<file path="src/rtl/lru_unit.sv">
// lru_unit: per-set true-LRU age tracker with combinational victim read.
// Optional invalidate port pair enabled by defining LRU_INVALIDATE_EN.
module lru_unit #(
  parameter  int SET           = 8,
  parameter  int ASSOCIATIVITY = 4,
  localparam int LRU_WIDTH     = $clog2(ASSOCIATIVITY),
  localparam int IDX_WIDTH     = (SET > 1) ? $clog2(SET) : 1
) (
  input  logic                 clk,
  input  logic                 rst_n,
  input  logic [IDX_WIDTH-1:0] index_in,
  input  logic [LRU_WIDTH-1:0] mru_in,
  input  logic                 load_in,
`ifdef LRU_INVALIDATE_EN
  input  logic                 inv_in,
  input  logic [LRU_WIDTH-1:0] inv_way,
`endif
  output logic [LRU_WIDTH-1:0] lru_out
);

  localparam logic [LRU_WIDTH-1:0] AGE_MAX =
    LRU_WIDTH'(ASSOCIATIVITY - 1);

  logic [LRU_WIDTH-1:0] age_q [SET][ASSOCIATIVITY];
  logic [LRU_WIDTH-1:0] cur   [ASSOCIATIVITY];
  logic [LRU_WIDTH-1:0] set_d [ASSOCIATIVITY];
  logic [LRU_WIDTH-1:0] a_mru;
  logic                 wr_en;
`ifdef LRU_INVALIDATE_EN
  logic [LRU_WIDTH-1:0] a_inv;
`endif

  // Select the ages of the indexed set.
  always_comb begin
    cur = age_q[0];
    for (int s = 0; s < SET; s++) begin
      if (IDX_WIDTH'(s) == index_in) cur = age_q[s];
    end
  end

  // Victim is the way holding the oldest age.
  always_comb begin
    lru_out = '0;
    for (int w = 0; w < ASSOCIATIVITY; w++) begin
      if (cur[w] == AGE_MAX) lru_out = LRU_WIDTH'(w);
    end
  end

  // Next ages for the indexed set; load beats invalidate.
  always_comb begin
    set_d = cur;
    wr_en = 1'b0;
    a_mru = cur[mru_in];
`ifdef LRU_INVALIDATE_EN
    a_inv = cur[inv_way];
`endif
    if (load_in) begin
      wr_en = 1'b1;
      for (int w = 0; w < ASSOCIATIVITY; w++) begin
        if (LRU_WIDTH'(w) == mru_in) set_d[w] = '0;
        else if (cur[w] < a_mru)     set_d[w] = cur[w] + 1'b1;
      end
    end
`ifdef LRU_INVALIDATE_EN
    else if (inv_in) begin
      wr_en = 1'b1;
      for (int w = 0; w < ASSOCIATIVITY; w++) begin
        if (LRU_WIDTH'(w) == inv_way) set_d[w] = AGE_MAX;
        else if (cur[w] > a_inv)      set_d[w] = cur[w] - 1'b1;
      end
    end
`endif
  end

  // Age storage; reset leaves way 0 as LRU in every set.
  always_ff @(posedge clk or negedge rst_n) begin
    if (!rst_n) begin
      for (int s = 0; s < SET; s++) begin
        for (int w = 0; w < ASSOCIATIVITY; w++) begin
          age_q[s][w] <= LRU_WIDTH'(ASSOCIATIVITY - 1 - w);
        end
      end
    end else if (wr_en) begin
      for (int s = 0; s < SET; s++) begin
        if (IDX_WIDTH'(s) == index_in) begin
          for (int w = 0; w < ASSOCIATIVITY; w++) begin
            age_q[s][w] <= set_d[w];
          end
        end
      end
    end
  end

endmodule

</file>
<file path="config.mk">
export PLATFORM = sky130hd
export DESIGN_NAME = lru_unit
export DESIGN_NICKNAME = d
export VERILOG_FILES = /design/src/rtl/lru_unit.sv
export SDC_FILE = /design/constraint.sdc
export NUM_CORES = 1
export LEC_CHECK = 0
export ABC_AREA = 0
export ABC_CLOCK_PERIOD_IN_PS = 3300
export CORE_MARGIN = 3
export CORE_UTILIZATION = 42
export CTS_CLUSTER_SIZE = 20
export DETAILED_ROUTE_END_ITERATION = 10
export PLACE_DENSITY = 0.63
export SLEW_MARGIN = 5
export SYNTH_ARGS = -nofsm -noshare
export SYNTH_HDL_FRONTEND = slang
export SYNTH_SLANG_ARGS = --single-unit
</file>
<file path="constraint.sdc">
create_clock -name clk -period 3.3 [get_ports clk]
set_clock_uncertainty 0.2 [all_clocks]
set_input_delay 0.33 -clock clk [delete_from_list [all_inputs] [get_ports clk]]
set_output_delay 0.33 -clock clk [all_outputs]
set_load 0.02 [all_outputs]
</file>
==> results.yml, run 1 <==
die:
  row_count: 35
  ios: 10
  design.core.area_um2: 9330
  start_util_pct: 43.8
  die_y_um: 105
  die_w_um: 105
  dieArea_um2: 11000
synthesis:
  synth_top_family_by_area: "compound AO/OA/AOI/OAI gates"
  synth-edff-count: 0
  avgSynthCellArea_um2: 9.80
  synth_compound_area_share_pct: 23.5
  synth_warnings: 0
  synthAdderAreaFrac_pct: 2.14
  synth_area_um2: 4090
  synth.area.mux_share_pct: 10.7
  synth_ff_type: "dfstp_2"
  synth_cell_types: 67
  synth_cells: 417
  synth-xor-area-share_pct: 0
  synth_simple_gate_area_share_pct: 18.4
  yosysSeqAreaShare_pct: 40.2
  async_reset_ff_share_pct: 100
  ys_ff_latch: 64
  syn_nets: 432
power_and_ir_drop:
  p_leak_nw: 2.06
  p_comb_share_pct: 40.6
  swShare_pct: 36.7
  p_int_w: 0.00212
  total_power_w: 0.00334
  p_per_area_nw_per_um2: 663
  power_frac_seq_pct: 39.2
  clkPwrFrac_pct: 20.2
  p_switching_w: 0.00123
  ir_drop_mv: 0.295
worst_setup_path:
  r2r_start: "age_q[43]$_DFFE_PN0P_"
  worst_setup_path_start_kind: "input pin"
  path_max_fanout: 8
  crit_type: "in2out"
  cp-end-kind: "primary output"
  startpoint: "index_in[2]"
  cp_common_cell: "or2_2"
  critPathArrivalTime_ns: 2.67
  crit_family: "buffers and inverters"
  cp_slowest_stage_delay_ns: 0.47
  slowest_stage: "clkdlybuf4s50_1"
  worst-path-buf-inv: 5
  path_cells: "clkdlybuf4s50_1 -> buf_6 -> buf_4 -> or2_2 -> o221ai_2 -> o32ai_2 -> inv_1 -> ha_1 -> or2_2 -> clkdlybuf4s15_1"
  crit_required_ns: 2.77
grt:
  grt_pass1_wl_mm: 18.4
  grt_pass1_vias: 3457
  grt_use_total_pct: 21.0
  antenna_found_initial: 0
  grt_overflow: 0
  grt_max_degree: 44
place:
  port_buffers: 9
  placedInstanceArea_um2: 4710
  gp_congestion: 0.910
  place_hpwl_mm: 8.17
  dpl.cell_count: 600
finish:
  utilization_pct: 54.0
  drive_above_1_share_pct: 35.6
  diodes: 0
  reg_top3: "age_q (64)"
  final_cell_area_um2: 5040
  num-nets-final: 499
  largest_reg_flops: 64
  regMostFlops: "age_q"
  area_delta_synth_final_pct: 23.3
  final_cell_count_no_fill: 618
clocking:
  clk_path_buf_depth: 2
  root_buffer: "clkbuf_8"
  clock-sinks: 64
  path_clk_slew_ns: 0.07
  htreeDepth: 3
  cts_buffers: 9
  cts_tree: "done"
  worstSkewPairLatency_ns: 0.35
sta:
  max_slew_margin_pct: 54.9
  period_share_pct: 96.9
  finalMaxSlewViolations: 0
  finalSetupViolations: 0
  clock.fmax_ghz: 0.313
  hold_viol: 0
  finalCriticalPeriod_ns: 3.20
  worstMarginPinSlew_ns: 0.671
detailed_routing:
  dr.pass1.iters: 4
  route.detailed.drc: 0
  drt_iter0_markers: 210
  wl_mm: 11.2
  num_vias: 3539
  wl_per_cell_um: 18.2
  via_per_inst: 5.73
  antenna_left: 0
flow_run:
  drv_cap: 0
min_path:
  hp-class: "reg2reg"
  hp-start: "age_q[39]$_DFFE_PN1P_"
run_status:
  status: "completed"
[tightest hold or removal path: cells and delay by family (launching register included)]
| kind | cells | cell delay, ns |
|---|---|---|
| flip-flops | 1 | 0.37 |
| AO/OA/AOI/OAI | 1 | 0.05 |
| AND/OR/NAND/NOR | 1 | 0.04 |
[cell type report]
class	count	area (um^2)
flip-flops and latches	64	1640
repair buffers	80	649
well taps	129	161
clock buffers	10	128
multi-input cells	315	2350
fillers	831	4290
clock inverters	6	60.1
inverters	14	52.6
[final timing paths]
check | to | slack [ns] | depth (start not counted)
min in group asynchronous | age_q[52]$_DFFE_PN0P_ | 0.31 | 2
max | lru_out[1] | 0.10 | 10
min | age_q[39]$_DFFE_PN1P_ | 0.27 | 2
max in group asynchronous | age_q[42]$_DFFE_PN1P_ | 1.62 | 3
min reg2reg | age_q[39]$_DFFE_PN1P_ | 0.27 | 2
max reg2reg | age_q[23]$_DFFE_PN1P_ | 0.20 | 11
[through the flow]
stage	hold WS, ns	TNS, ns	setup WS, ns
2_1_floorplan	-0.166	0	0.0222
3_3_place_gp	0.142	-7.98	-0.206
3_5_place_dp	0.148	-13.53	-0.291
4_1_cts	0.268	0	0.0285
5_1_grt	0.281	-0.634	-0.0587
6_report	0.265	0	0.102
[cells by family (layout without fill, tap and decap cells)]
family	count (synthesis)	in the layout
flip-flops	64	64
AO/OA/AOI/OAI	127	127
adder cells (fa/ha/maj)	7	7
multiplexers	34	34
buffers and inverters	38	110
AND/OR/NAND/NOR	147	147
[power groups by stage]
stage	clock, W	combinational, W	sequential (W)
global route	0.000721	0.00148	0.00134
floorplan	0	0.000838	0.00124
detailed placement	0	0.00125	0.00132
CTS	0.000688	0.00125	0.00131
finish	0.000675	0.00136	0.00131
global placement	0	0.00123	0.00131
[synth_stat cells (3+ instances only)]
cell type | instances | area share [%]
o21ai_1 | 11 | 1.3
o22ai_1 | 4 | 0.61
buf_6 | 7 | 1.9
nor3_1 | 4 | 0.49
a21o_1 | 3 | 0.55
buf_1 | 8 | 0.73
dfrtp_1 | 32 | 20
nand2_1 | 68 | 6.2
o211ai_1 | 4 | 0.73
a21oi_2 | 3 | 0.64
dfstp_2 | 32 | 21
a2bb2oi_1 | 3 | 0.64
mux4_2 | 7 | 3.9
and2_1 | 3 | 0.46
o21ai_0 | 20 | 2.4
nand2b_1 | 6 | 0.92
inv_1 | 11 | 1.0
nand3_1 | 12 | 1.5
mux2_2 | 6 | 1.7
or3_1 | 3 | 0.46
o221ai_1 | 5 | 1.1
nand4_1 | 3 | 0.46
or2_2 | 5 | 0.77
o31ai_1 | 24 | 4.4
a21oi_1 | 7 | 0.86
ha_1 | 7 | 2.1
a31oi_1 | 16 | 2.4
mux2i_1 | 21 | 5.1
buf_4 | 3 | 0.55
buf_2 | 4 | 0.49
nor2b_1 | 5 | 0.77
nor2_1 | 23 | 2.1
[layer usage]
| metal | routed length, um | up-vias | global-route usage, % |
|---|---|---|---|
| met5 | 0 | - | 0 |
| met3 | 564 | 20 | 4.08 |
| met4 | 229 | 0 | 7.22 |
| met1 | 5370 | 1720 | 30.3 |
| met2 | 5070 | 95 | 31.5 |
| li1 | - | 1704 | - |
[what timing repair did]
item / CTS / global route
setup endpoints to repair: 2 / 42
setup buffers: 0 / 2
hold buffers: 1 / 0
endpoints found under the hold margin: 20 / 0
gates cloned: 0 / 0
pin swaps: 1 / 13
resized for setup: 4 / 18
[layout by cell type, fill, tap and decap left out, drive strengths merged, types with 5 or more instances in the layout]
master	count
o22ai	5
mux2	6
nor2	23
mux4	7
dfstp	32
a21oi	10
mux2i	21
clkbuf	10
nand2b	6
a31oi	17
or2	5
nor3	7
buf	72
inv	13
nand3	14
o221ai	6
nand2	68
clkinv	5
o21ai	32
ha	7
dfrtp	32
nor2b	5
o31ai	24
Power figures use the tool's default switching activity.
==> run 2: changes to the inputs <==
--- a/config.mk
+++ b/config.mk
@@ -8,10 +8,10 @@
 export ABC_AREA = 0
 export ABC_CLOCK_PERIOD_IN_PS = 3300
 export CORE_MARGIN = 3
-export CORE_UTILIZATION = 42
+export CORE_UTILIZATION = 56
 export CTS_CLUSTER_SIZE = 20
 export DETAILED_ROUTE_END_ITERATION = 10
-export PLACE_DENSITY = 0.63
+export PLACE_DENSITY = 0.79
 export SLEW_MARGIN = 5
 export SYNTH_ARGS = -nofsm -noshare
 export SYNTH_HDL_FRONTEND = slang
==> run 2 against run 1 <==
- sequential share of layout area increased by 0.18 points
- sequential power about the same
- power increased by 2.2%
- cell count decreased by 6.3%
- worst hold slack improved by 0.011 ns
- non-clock buffer count decreased by 6
- critical path depth increased by 5
- setup slack got worse by 0.022 ns
- count of clock-buffer cells in the layout increased by 1
- sequential cell count unchanged
- register-to-register slack got worse by 0.05 ns
- critical path type is now in2reg
- largest power group is now sequential cells
==> results.yml, run 2 (synthesis results as in run 1) <==
run_status:
  status: "completed"
grt:
  grt_pass1_vias: 3670
  grt_max_degree: 65
  grt_pass1_wl_mm: 18.5
  antenna_found_initial: 0
  grt_use_total_pct: 27.9
  grt_overflow: 0
detailed_routing:
  antenna_left: 0
  wl_per_cell_um: 19.5
  dr.pass1.iters: 5
  wl_mm: 11.3
  via_per_inst: 6.45
  route.detailed.drc: 0
  drt_iter0_markers: 257
  num_vias: 3734
finish:
  drive_above_1_share_pct: 35.8
  final_common_cell: "nand2_1"
  largest_reg_flops: 64
  diodes: 0
  final_cell_area_um2: 5010
  most-common-layout-cells: "nand2_1, buf_4, dfrtp_1, dfstp_2, nor2_1"
  utilization_pct: 72.2
  regMostFlops: "age_q"
  area_delta_synth_final_pct: 22.7
  reg_top3: "age_q (64)"
  final_cell_count_no_fill: 579
  num-nets-final: 493
die:
  design.core.area_um2: 6940
  start_util_pct: 58.9
  row_count: 30
  die_w_um: 91.4
  dieArea_um2: 8360
  die_y_um: 91.4
  ios: 10
sta:
  worstMarginPinSlew_ns: 0.813
  finalMaxSlewViolations: 0
  fin_hold_ws_ns: 0.276
  hold_viol: 0
  finalCriticalPeriod_ns: 3.22
  max_slew_margin_pct: 45.8
  clock.fmax_ghz: 0.311
  finalSetupViolations: 0
  period_share_pct: 97.6
worst_setup_path:
  path_cells: "clkdlybuf4s50_1 -> buf_6 -> mux2_2 -> o22ai_2 -> nor3_2 -> mux2_4 -> o21ai_4 -> buf_4 -> ha_2 -> nor2_1 -> buf_4 -> nor3_4 -> a21oi_2 -> buf_4 -> o31ai_2"
  path_max_fanout: 9
  cp_common_cell: "buf_4"
  worst-path-stages: 15
  critPathArrivalTime_ns: 3.28
  reg2reg_depth: 14
  crit_type: "in2reg"
  cp_slowest_stage_delay_ns: 0.47
  worst-path-buf-inv: 5
  crit_required_ns: 3.36
  slowest_stage: "clkdlybuf4s50_1"
  worst_setup_path_start_kind: "input pin"
  cp-end-kind: "register"
  crit_family: "buffers and inverters"
  rrSetupSlack_ns: 0.15
clocking:
  worstSkewPairLatency_ns: 0.36
  root_buffer: "clkbuf_8"
  cts_tree: "done"
  cts_buffers: 9
  htreeDepth: 3
  clk_path_buf_depth: 2
  path_clk_slew_ns: 0.07
  clock-sinks: 64
power_and_ir_drop:
  ir_drop_mv: 0.358
  p_leak_nw: 2.07
  p_per_area_nw_per_um2: 682
min_path:
  hold_path_depth: 2
  hp-class: "reg2reg"
place:
  dpl.cell_count: 561
  port_buffers: 9
  placedInstanceArea_um2: 4630
  place_hpwl_mm: 7.95
  gp_congestion: 0.935
flow_run:
  drv_cap: 0
==> run 2: layout make-up <==
type | count | area [um^2]
Inverter | 14 | 52.6
Clock buffer | 11 | 151
Tap cell | 96 | 120
Clock inverter | 5 | 78.8
Timing Repair Buffer | 74 | 623
Multi-Input combinational cell | 315 | 2350
Fill cell | 462 | 1930
Sequential cell | 64 | 1640
==> run 2: tightest hold or removal path, delay by kind of cell, from the launching register on <==
family	cells	cell delay [ns]
flip-flops	1	0.37
AND/OR/NAND/NOR	1	0.05
AO/OA/AOI/OAI	1	0.05
==> run 2: final timing paths <==
check                                      start               endpoint
setup / recovery                     index_in[2]  age_q[13]$_DFFE_PN1P_
hold reg to reg            age_q[55]$_DFFE_PN1P_  age_q[55]$_DFFE_PN1P_
hold / removal             age_q[55]$_DFFE_PN1P_  age_q[55]$_DFFE_PN1P_
max in group asynchronous                  rst_n  age_q[51]$_DFFE_PN0P_
setup reg to reg           age_q[13]$_DFFE_PN1P_  age_q[13]$_DFFE_PN1P_
min in group asynchronous                  rst_n  age_q[60]$_DFFE_PN0P_
==> run 2: metrics by stage <==
step	TNS (ns)	worst slack, ns	total power, W
2_1_floorplan	0	0.0222	0.00208
5_1_grt	-0.325	-0.0459	0.00361
6_report	0	0.0798	0.00342
4_1_cts	0	0.00107	0.00334
3_5_place_dp	-11.97	-0.356	0.00254
3_3_place_gp	-6.23	-0.216	0.00249
==> run 2: what timing repair did <==
action                                  in CTS  in global routing
hold buffers                                 1                  0
gates cloned                                 0                  1
buffers inserted                             0                  0
endpoints found under the hold margin       32                  0
endpoints found under the setup margin       2                 31
gates resized for setup                      5                 20
pin swaps                                    1                  7
==> run 2: report_power, final <==
group          switching (W)  total [W]  internal [W]
clock               0.000319   0.000784      0.000465
sequential          0.000190    0.00132       0.00113
combinational       0.000705    0.00131      0.000608
total                0.00121    0.00342       0.00220
==> run 2: per-layer routing <==
metal	GRT usage [%]	part of all wire (%)
met5	0	0
met4	10.7	1.9
met3	5.39	7.7
met2	43.5	48
met1	38.2	42
==> run 3: changes to the inputs <==
--- a/config.mk
+++ b/config.mk
@@ -8,10 +8,10 @@
 export ABC_AREA = 0
 export ABC_CLOCK_PERIOD_IN_PS = 3300
 export CORE_MARGIN = 3
-export CORE_UTILIZATION = 56
+export CORE_UTILIZATION = 45
 export CTS_CLUSTER_SIZE = 20
 export DETAILED_ROUTE_END_ITERATION = 10
-export PLACE_DENSITY = 0.79
+export PLACE_DENSITY = 0.66
 export SLEW_MARGIN = 5
 export SYNTH_ARGS = -nofsm -noshare
 export SYNTH_HDL_FRONTEND = slang
==> run 3 against run 2 <==
- worst hold slack worse by 0.0093 ns
- die area rose by 23%
- setup slack better by 0.091 ns
- sequential cell count did not move
- largest power group unchanged
- highest routed layer unchanged
==> results.yml, run 3 (synthesis results as in run 1) <==
run_status:
  status: "completed"
detailed_routing:
  drt_iter0_markers: 187
  route.detailed.drc: 0
  wl_per_cell_um: 18.7
  num_vias: 3620
  wl_mm: 11.3
  antenna_left: 0
  dr.pass1.iters: 7
  via_per_inst: 6.02
worst_setup_path:
  critPathArrivalTime_ns: 3.19
  path_max_fanout: 3
  cp-end-kind: "register"
  crit_required_ns: 3.36
  crit_type: "reg2reg"
  reg2reg_depth: 11
  worst_setup_path_start_kind: "register"
power_and_ir_drop:
  p_switching_w: 0.00118
  p_int_w: 0.00217
  ir_drop_mv: 0.282
  clkPwrFrac_pct: 21.9
  swShare_pct: 35.2
  p_comb_share_pct: 39.1
  p_leak_nw: 2.10
  power_frac_seq_pct: 39.0
  total_power_w: 0.00336
  p_per_area_nw_per_um2: 667
die:
  row_count: 34
  design.core.area_um2: 8760
  die_w_um: 101
  die_y_um: 101
  dieArea_um2: 10300
  start_util_pct: 46.6
  ios: 10
finish:
  diodes: 0
  regMostFlops: "age_q"
  final_cell_area_um2: 5030
  num-nets-final: 503
  most-common-layout-cells: "buf_4, nand2_1, dfrtp_1, dfstp_2, o31ai_1"
  final_common_cell: "buf_4"
  largest_reg_flops: 64
  nFillCells: 746
  area_delta_synth_final_pct: 23.2
  utilization_pct: 57.5
  drive_above_1_share_pct: 35.9
  reg_top3: "age_q (64)"
min_path:
  hp-class: "reg2reg"
  hold_path_depth: 2
sta:
  finalSetupViolations: 0
  clock.fmax_ghz: 0.320
  max_slew_margin_pct: 53.3
  fin_hold_ws_ns: 0.267
  finalCriticalPeriod_ns: 3.13
  worstMarginPinSlew_ns: 0.701
  period_share_pct: 94.8
  hold_viol: 0
  finalMaxSlewViolations: 0
flow_run:
  drv_cap: 0
place:
  placedInstanceArea_um2: 4690
  port_buffers: 9
  gp_congestion: 0.919
  place_hpwl_mm: 8.25
clocking:
  clk_path_buf_depth: 2
  clock-sinks: 64
  cts_buffers: 9
  root_buffer: "clkbuf_8"
  path_clk_slew_ns: 0.07
  cts_tree: "done"
  htreeDepth: 3
  worstSkewPairLatency_ns: 0.35
grt:
  grt_pass1_vias: 3574
  grt_overflow: 0
  grt_max_degree: 35
  antenna_found_initial: 0
  grt_pass1_wl_mm: 17.8
  grt_use_total_pct: 22.3
## run 3: metrics by stage
step	cells	setup slack [ns]	setup TNS [ns]
floorplan	417	0.0222	0
detailed placement	578	-0.300	-12.89
global route	601	-0.0148	-0.0148
finish	601	0.171	0
global placement	578	-0.212	-7.86
CTS	595	0.0389	0
## run 3: critical path, stage by stage (launching register included)
cell and delay [ns]:
dfrtp_1 0.39, mux4_2 0.48, nor2_2 0.11, a221oi_2 0.05
mux2_2 0.30, o21ai_4 0.17, ha_1 0.26, or2_2 0.32
buf_4 0.15, nor3_4 0.26, a21oi_2 0.10, o31ai_2 0.25
## run 3: final cells by class
type	instances	area, um^2	share of cell area [%]
clock buffers	12	135	2.68
clock inverters	4	70.1	1.39
inverters	14	52.6	1.04
multi-input cells	315	2320	46.1
flip-flops and latches	64	1640	32.6
well taps	108	135	2.68
repair buffers	84	681	13.5
## run 3: per-layer routing
metal / up-vias / wire length (um) / track usage (%) / part of all wire (%)
met2: 103 / 5270 / 35.0 / 47
met5: - / 0 / 0 / 0
li1: 1704 / - / - / -
met1: 1792 / 5130 / 30.8 / 46
met3: 21 / 612 / 4.68 / 5.4
met4: 0 / 252 / 7.57 / 2.2
## run 3: path summary, 6_finish.rpt
check,startpoint,endpoint,slack (ns)
max in group asynchronous,rst_n,age_q[18]$_DFFE_PN1P_,1.59
worst min register to register,age_q[23]$_DFFE_PN1P_,age_q[23]$_DFFE_PN1P_,0.27
worst max-delay path,age_q[35]$_DFFE_PN0P_,age_q[15]$_DFFE_PN1P_,0.17
worst max register to register,age_q[35]$_DFFE_PN0P_,age_q[15]$_DFFE_PN1P_,0.17
min in group asynchronous,rst_n,age_q[52]$_DFFE_PN0P_,0.36
worst min-delay path,age_q[23]$_DFFE_PN1P_,age_q[23]$_DFFE_PN1P_,0.27
## run 3: repair_timing
item | CTS | global route
hold endpoints to repair | 17 | 0
gates cloned | 0 | 1
buffers inserted | 0 | 5
pin swaps | 0 | 8
endpoints found under the setup margin | 2 | 48
hold buffers | 1 | 0
gates resized for setup | 3 | 19
## run 3: power by group through the flow
stage | Clock (W) | Combinational (W) | Sequential [W]
global placement | 0 | 0.00120 | 0.00131
CTS | 0.000744 | 0.00125 | 0.00131
finish | 0.000736 | 0.00131 | 0.00131
floorplan | 0 | 0.000838 | 0.00124
global route | 0.000784 | 0.00144 | 0.00134
detailed placement | 0 | 0.00125 | 0.00131
==> RTL edit 1, RTL diff (config.mk and constraints of run 1) <==
Set the parameter `SET` to 32 (it was 8).
--- a/src/rtl/lru_unit.sv
+++ b/src/rtl/lru_unit.sv
@@ -2,5 +2,5 @@
 // Optional invalidate port pair enabled by defining LRU_INVALIDATE_EN.
 module lru_unit #(
-  parameter  int SET           = 8,
+  parameter  int SET           = 32,
   parameter  int ASSOCIATIVITY = 4,
   localparam int LRU_WIDTH     = $clog2(ASSOCIATIVITY),
Interface: changed (resized index_in); port bits go from 10 to 12. No check against the original RTL was run, so the function may have changed too.
==> RTL edit 1 against run 1 <==
The flow now finishes with violations (negative setup slack). Sequential cell count increased by 192. Routed wire length grew to 4.7 times the old value. Sequential power rose to 3.5 times the old value. Final area rose to 3.6 times the old value. Setup slack lost 870 ps. Total power grew to 3.3 times the old value. Synthesized area grew to 3.4 times the old value. Register-to-register slack lost 970 ps. Clock power rose to 4.7 times the old value. First-iteration DRC count rose to 6.9 times the old value. Die area increased to 3.3 times the old value. Largest cell class unchanged. Highest routed layer unchanged.
==> RTL edit 1: results <==
[hold_path]
hold_end = "age_q[239]"
hp-start = "index_in[2]"
holdCritPathClass = "primary input to flip-flop"
hold_depth = 4

[cts]
post_cts_buffers = 7
insertion_delay_ps = 580
cts_made_buffers = 29
htree_levels = 1
ctsLongestPathBuffers = 3
cts_resized = 55

[cells_and_area]
multi_input_gates = 1162
seq_cells = 256
fin_nets = 1760
fill_cells = 2976
buffers_excl_clock = 277
bufAreaShareNonClock_pct = 14.0
n_antenna_cell = 1
multi_input_area_share_pct = 40.7

[timing]
setup_viol = 258
whs_ps = 95.2
setup_ws_ps = -770
tns_ps = -176540

[grt]
grt_max_degree = 85
grt.total_usage_pct = 27.9
grt_pass1_vias = 12700
grt_pass1_wl_um = 77200
antenna_found_initial = 1

[yosys]
ys_types = 97
synthTopCellsByCount = "269 x nand2_1, 155 x nor2_1, 128 x dfrtp_1, 128 x dfstp_2, 127 x a21oi_1"
synth_nets = 1585
synth_area_per_cell_sq_um = 8.99
yosysSeqAreaShare_pct = 46.6

[place]
io_buffer_count = 11

[setup_path]
crit_path_end = "age_q[97]"
reg2reg_depth = 16
critPathSlowestCell = "dfrtp_1"
reg2reg_to = "age_q[97]"
crit_family = "compound AO/OA/AOI/OAI gates"

[outcome]
outcome = "complete, but fails checks"
violations = "negative setup slack"

[route]
drtIter0Drc = 1446
drt_wl_total_um = 52400
drt-vias-per-instance = 6.01

[power]
p_leak_nw = 7.37

[die]
die_w_um = 189
-- RTL edit 1: where the power goes --
group | total (mW) | switching (mW) | internal [mW]
Combinational | 3.16 | 1.76 | 1.40
Clock | 3.18 | 1.35 | 1.83
Sequential | 4.61 | 0.479 | 4.13
Total | 10.9 | 3.59 | 7.36
-- RTL edit 1: layer usage --
metal | vias up | global-route usage [%] | wire length [um]
li1 | 5995 | - | -
met1 | 6499 | 36.8 | 21300
met2 | 623 | 45.0 | 24200
met3 | 155 | 5.67 | 4300
met4 | 0 | 11.3 | 2560
met5 | - | 0 | 0
-- RTL edit 1: cells by family after synthesis --
| group | share of synthesized area, % |
|---|---|
| XOR/XNOR | 0.178 |
| multiplexers | 3.95 |
| adder cells (fa/ha/maj) | 0.622 |
| AND/OR/NAND/NOR | 18.0 |
| AO/OA/AOI/OAI | 24.9 |
| flip-flops | 46.6 |
| buffers and inverters | 5.74 |
==> RTL edit 2, RTL diff (config.mk and constraints of run 1) <==
Made on the original files. Register the inputs `index_in`, `mru_in` and `load_in` before use, with the module's reset. The logic sees them one clock later.
--- a/src/rtl/lru_unit.sv
+++ b/src/rtl/lru_unit.sv
@@ -22,4 +22,20 @@
     LRU_WIDTH'(ASSOCIATIVITY - 1);
 
+  logic [IDX_WIDTH-1:0] index_q;
+  logic [LRU_WIDTH-1:0] mru_q;
+  logic load_q;
+
+  always_ff @(posedge clk or negedge rst_n) begin
+    if (!rst_n) begin
+      index_q <= '0;
+      mru_q   <= '0;
+      load_q  <= '0;
+    end else begin
+      index_q <= index_in;
+      mru_q   <= mru_in;
+      load_q  <= load_in;
+    end
+  end
+
   logic [LRU_WIDTH-1:0] age_q [SET][ASSOCIATIVITY];
   logic [LRU_WIDTH-1:0] cur   [ASSOCIATIVITY];
@@ -35,5 +51,5 @@
     cur = age_q[0];
     for (int s = 0; s < SET; s++) begin
-      if (IDX_WIDTH'(s) == index_in) cur = age_q[s];
+      if (IDX_WIDTH'(s) == index_q) cur = age_q[s];
     end
   end
@@ -51,12 +67,12 @@
     set_d = cur;
     wr_en = 1'b0;
-    a_mru = cur[mru_in];
+    a_mru = cur[mru_q];
 `ifdef LRU_INVALIDATE_EN
     a_inv = cur[inv_way];
 `endif
-    if (load_in) begin
+    if (load_q) begin
       wr_en = 1'b1;
       for (int w = 0; w < ASSOCIATIVITY; w++) begin
-        if (LRU_WIDTH'(w) == mru_in) set_d[w] = '0;
+        if (LRU_WIDTH'(w) == mru_q) set_d[w] = '0;
         else if (cur[w] < a_mru)     set_d[w] = cur[w] + 1'b1;
       end
@@ -83,5 +99,5 @@
     end else if (wr_en) begin
       for (int s = 0; s < SET; s++) begin
-        if (IDX_WIDTH'(s) == index_in) begin
+        if (IDX_WIDTH'(s) == index_q) begin
           for (int w = 0; w < ASSOCIATIVITY; w++) begin
             age_q[s][w] <= set_d[w];
Formal check against the unedited RTL: not equivalent (Yosys sat finds a counterexample within 4 cycles, from zero or initial values and one cycle with rst_n low).
==> RTL edit 2 against run 1 <==
The run now ends with negative hold slack, negative setup slack left. Final cell count is 6.0% lower. Sequential cell count is 6 higher. Final area is 2.8% lower. Count of clock-buffer cells in the layout is 1 higher. Global-route usage is 0.61 points higher. Synthesized area is 4.0% lower. Clock power is 18% higher. Setup slack worse by 210 ps. Total power hardly changed. Highest routed layer unchanged. Largest power group is now registers. Routed wire length is 5.7% lower.
==> RTL edit 2: results <==
[route]
drtIter0Drc = 269
dr_wl_met2_um = 4840
drt-met1-wl_um = 4950
drt_wl_total_um = 10600
drt-vias-per-instance = 5.91
met3_length_um = 562

[cells_and_area]
seq_cells = 70
clkbuf_count = 11
fill_cells = 770
seq_area_share_pct = 36.6
reg_top3 = "age_q x64, index_q x3, mru_q x2"
fin_nets = 483
multiInputGateArea_sq_mm = 0.00221
drive_above_1_share_pct = 32.1
clk_share_pct = 4.60
buffers_excl_clock = 58
ff_latch_area_sq_mm = 0.00180
bufAreaShareNonClock_pct = 9.78

[setup_path]
slowest_delay_ps = 550
critPathSlowestCell = "mux4_2"
crit_type = "flip-flop to flip-flop"
arrival_ps = 3430
crit_family = "multiplexers"
r2r_start = "index_q[0]"
reg2reg_to = "age_q[51]"

[hold_path]
holdCritPathClass = "primary input to async pin"

[power]
clkPwrFrac_pct = 23.8
power.density_mw_per_mm2 = 681
p_switching_mw = 1.14
comb_power_share_pct = 36.3
p_leak_nw = 2.00
vdd_drop_max_mv = 0.247

[timing]
max_slew.worst_pin.slew_ps = 886
whs_ps = -24.2
setup_ws_ps = -108
hold_viol_final = 15
setup_viol = 38
tns_ps = -2550

[yosys]
netlist_top_cells_area = "dfrtp_1 24%, dfstp_2 21%, nand2_1 6.3%"
yosysSeqAreaShare_pct = 45.7
synth_nets = 437
yosysTopAreaCellShare_pct = 24.2
ys_types = 50
synthTopCellsByCount = "66 x nand2_1, 39 x o21ai_0, 38 x dfrtp_1"

[cts]
post_cts_buffers = 9
cts_resized = 25

[grt]
grt_pass1_vias = 3293
met2_usage_pct = 32.6
grt_util_met1_pct = 30.9
grt_max_degree = 71
grt_use_met3_pct = 4.33
grt.total_usage_pct = 21.6
grt_pass1_wl_um = 17300

[place]
gp_congestion = 0.852
hpwlAfterDp_um = 7070
placed_area_sq_mm = 0.00436

[die]
fp.coreArea_sq_mm = 0.00889

[outcome]
outcome = "complete, but fails checks"
violations = "negative hold slack, negative setup slack"
RTL edit 2: changes by cell type after synthesis, moves of 7 or more:
cell | run 1 | this run
clkbuf_1 | 2 | 15
o21ai_1 | 11 | 0
o211ai_1 | 4 | 11
a31oi_1 | 16 | 4
a21oi_1 | 7 | 19
o21ai_0 | 20 | 39
buf_6 | 7 | 0
buf_1 | 8 | 1
nor2_1 | 23 | 36
RTL edit 2: metrics by stage:
step                setup slack (ps)  std cells
floorplan                      -67.9        422
global placement               -70.9        550
detailed placement              -108        550
CTS                             -113        576
global route                    -232        581
finish                          -108        581
RTL edit 2: cell families (layout without fill, tap and decap cells):
| group | Yosys count | in the layout | share of synthesized area [%] |
|---|---|---|---|
| and+or+nand+nor | 161 | 161 | 19.0 |
| AOI/OAI and AO/OA | 124 | 125 | 21.1 |
| DFF | 70 | 70 | 45.7 |
| buffers and inverters | 38 | 88 | 4.21 |
| muxes | 22 | 22 | 7.84 |
| adders and majority gates | 7 | 7 | 2.23 |
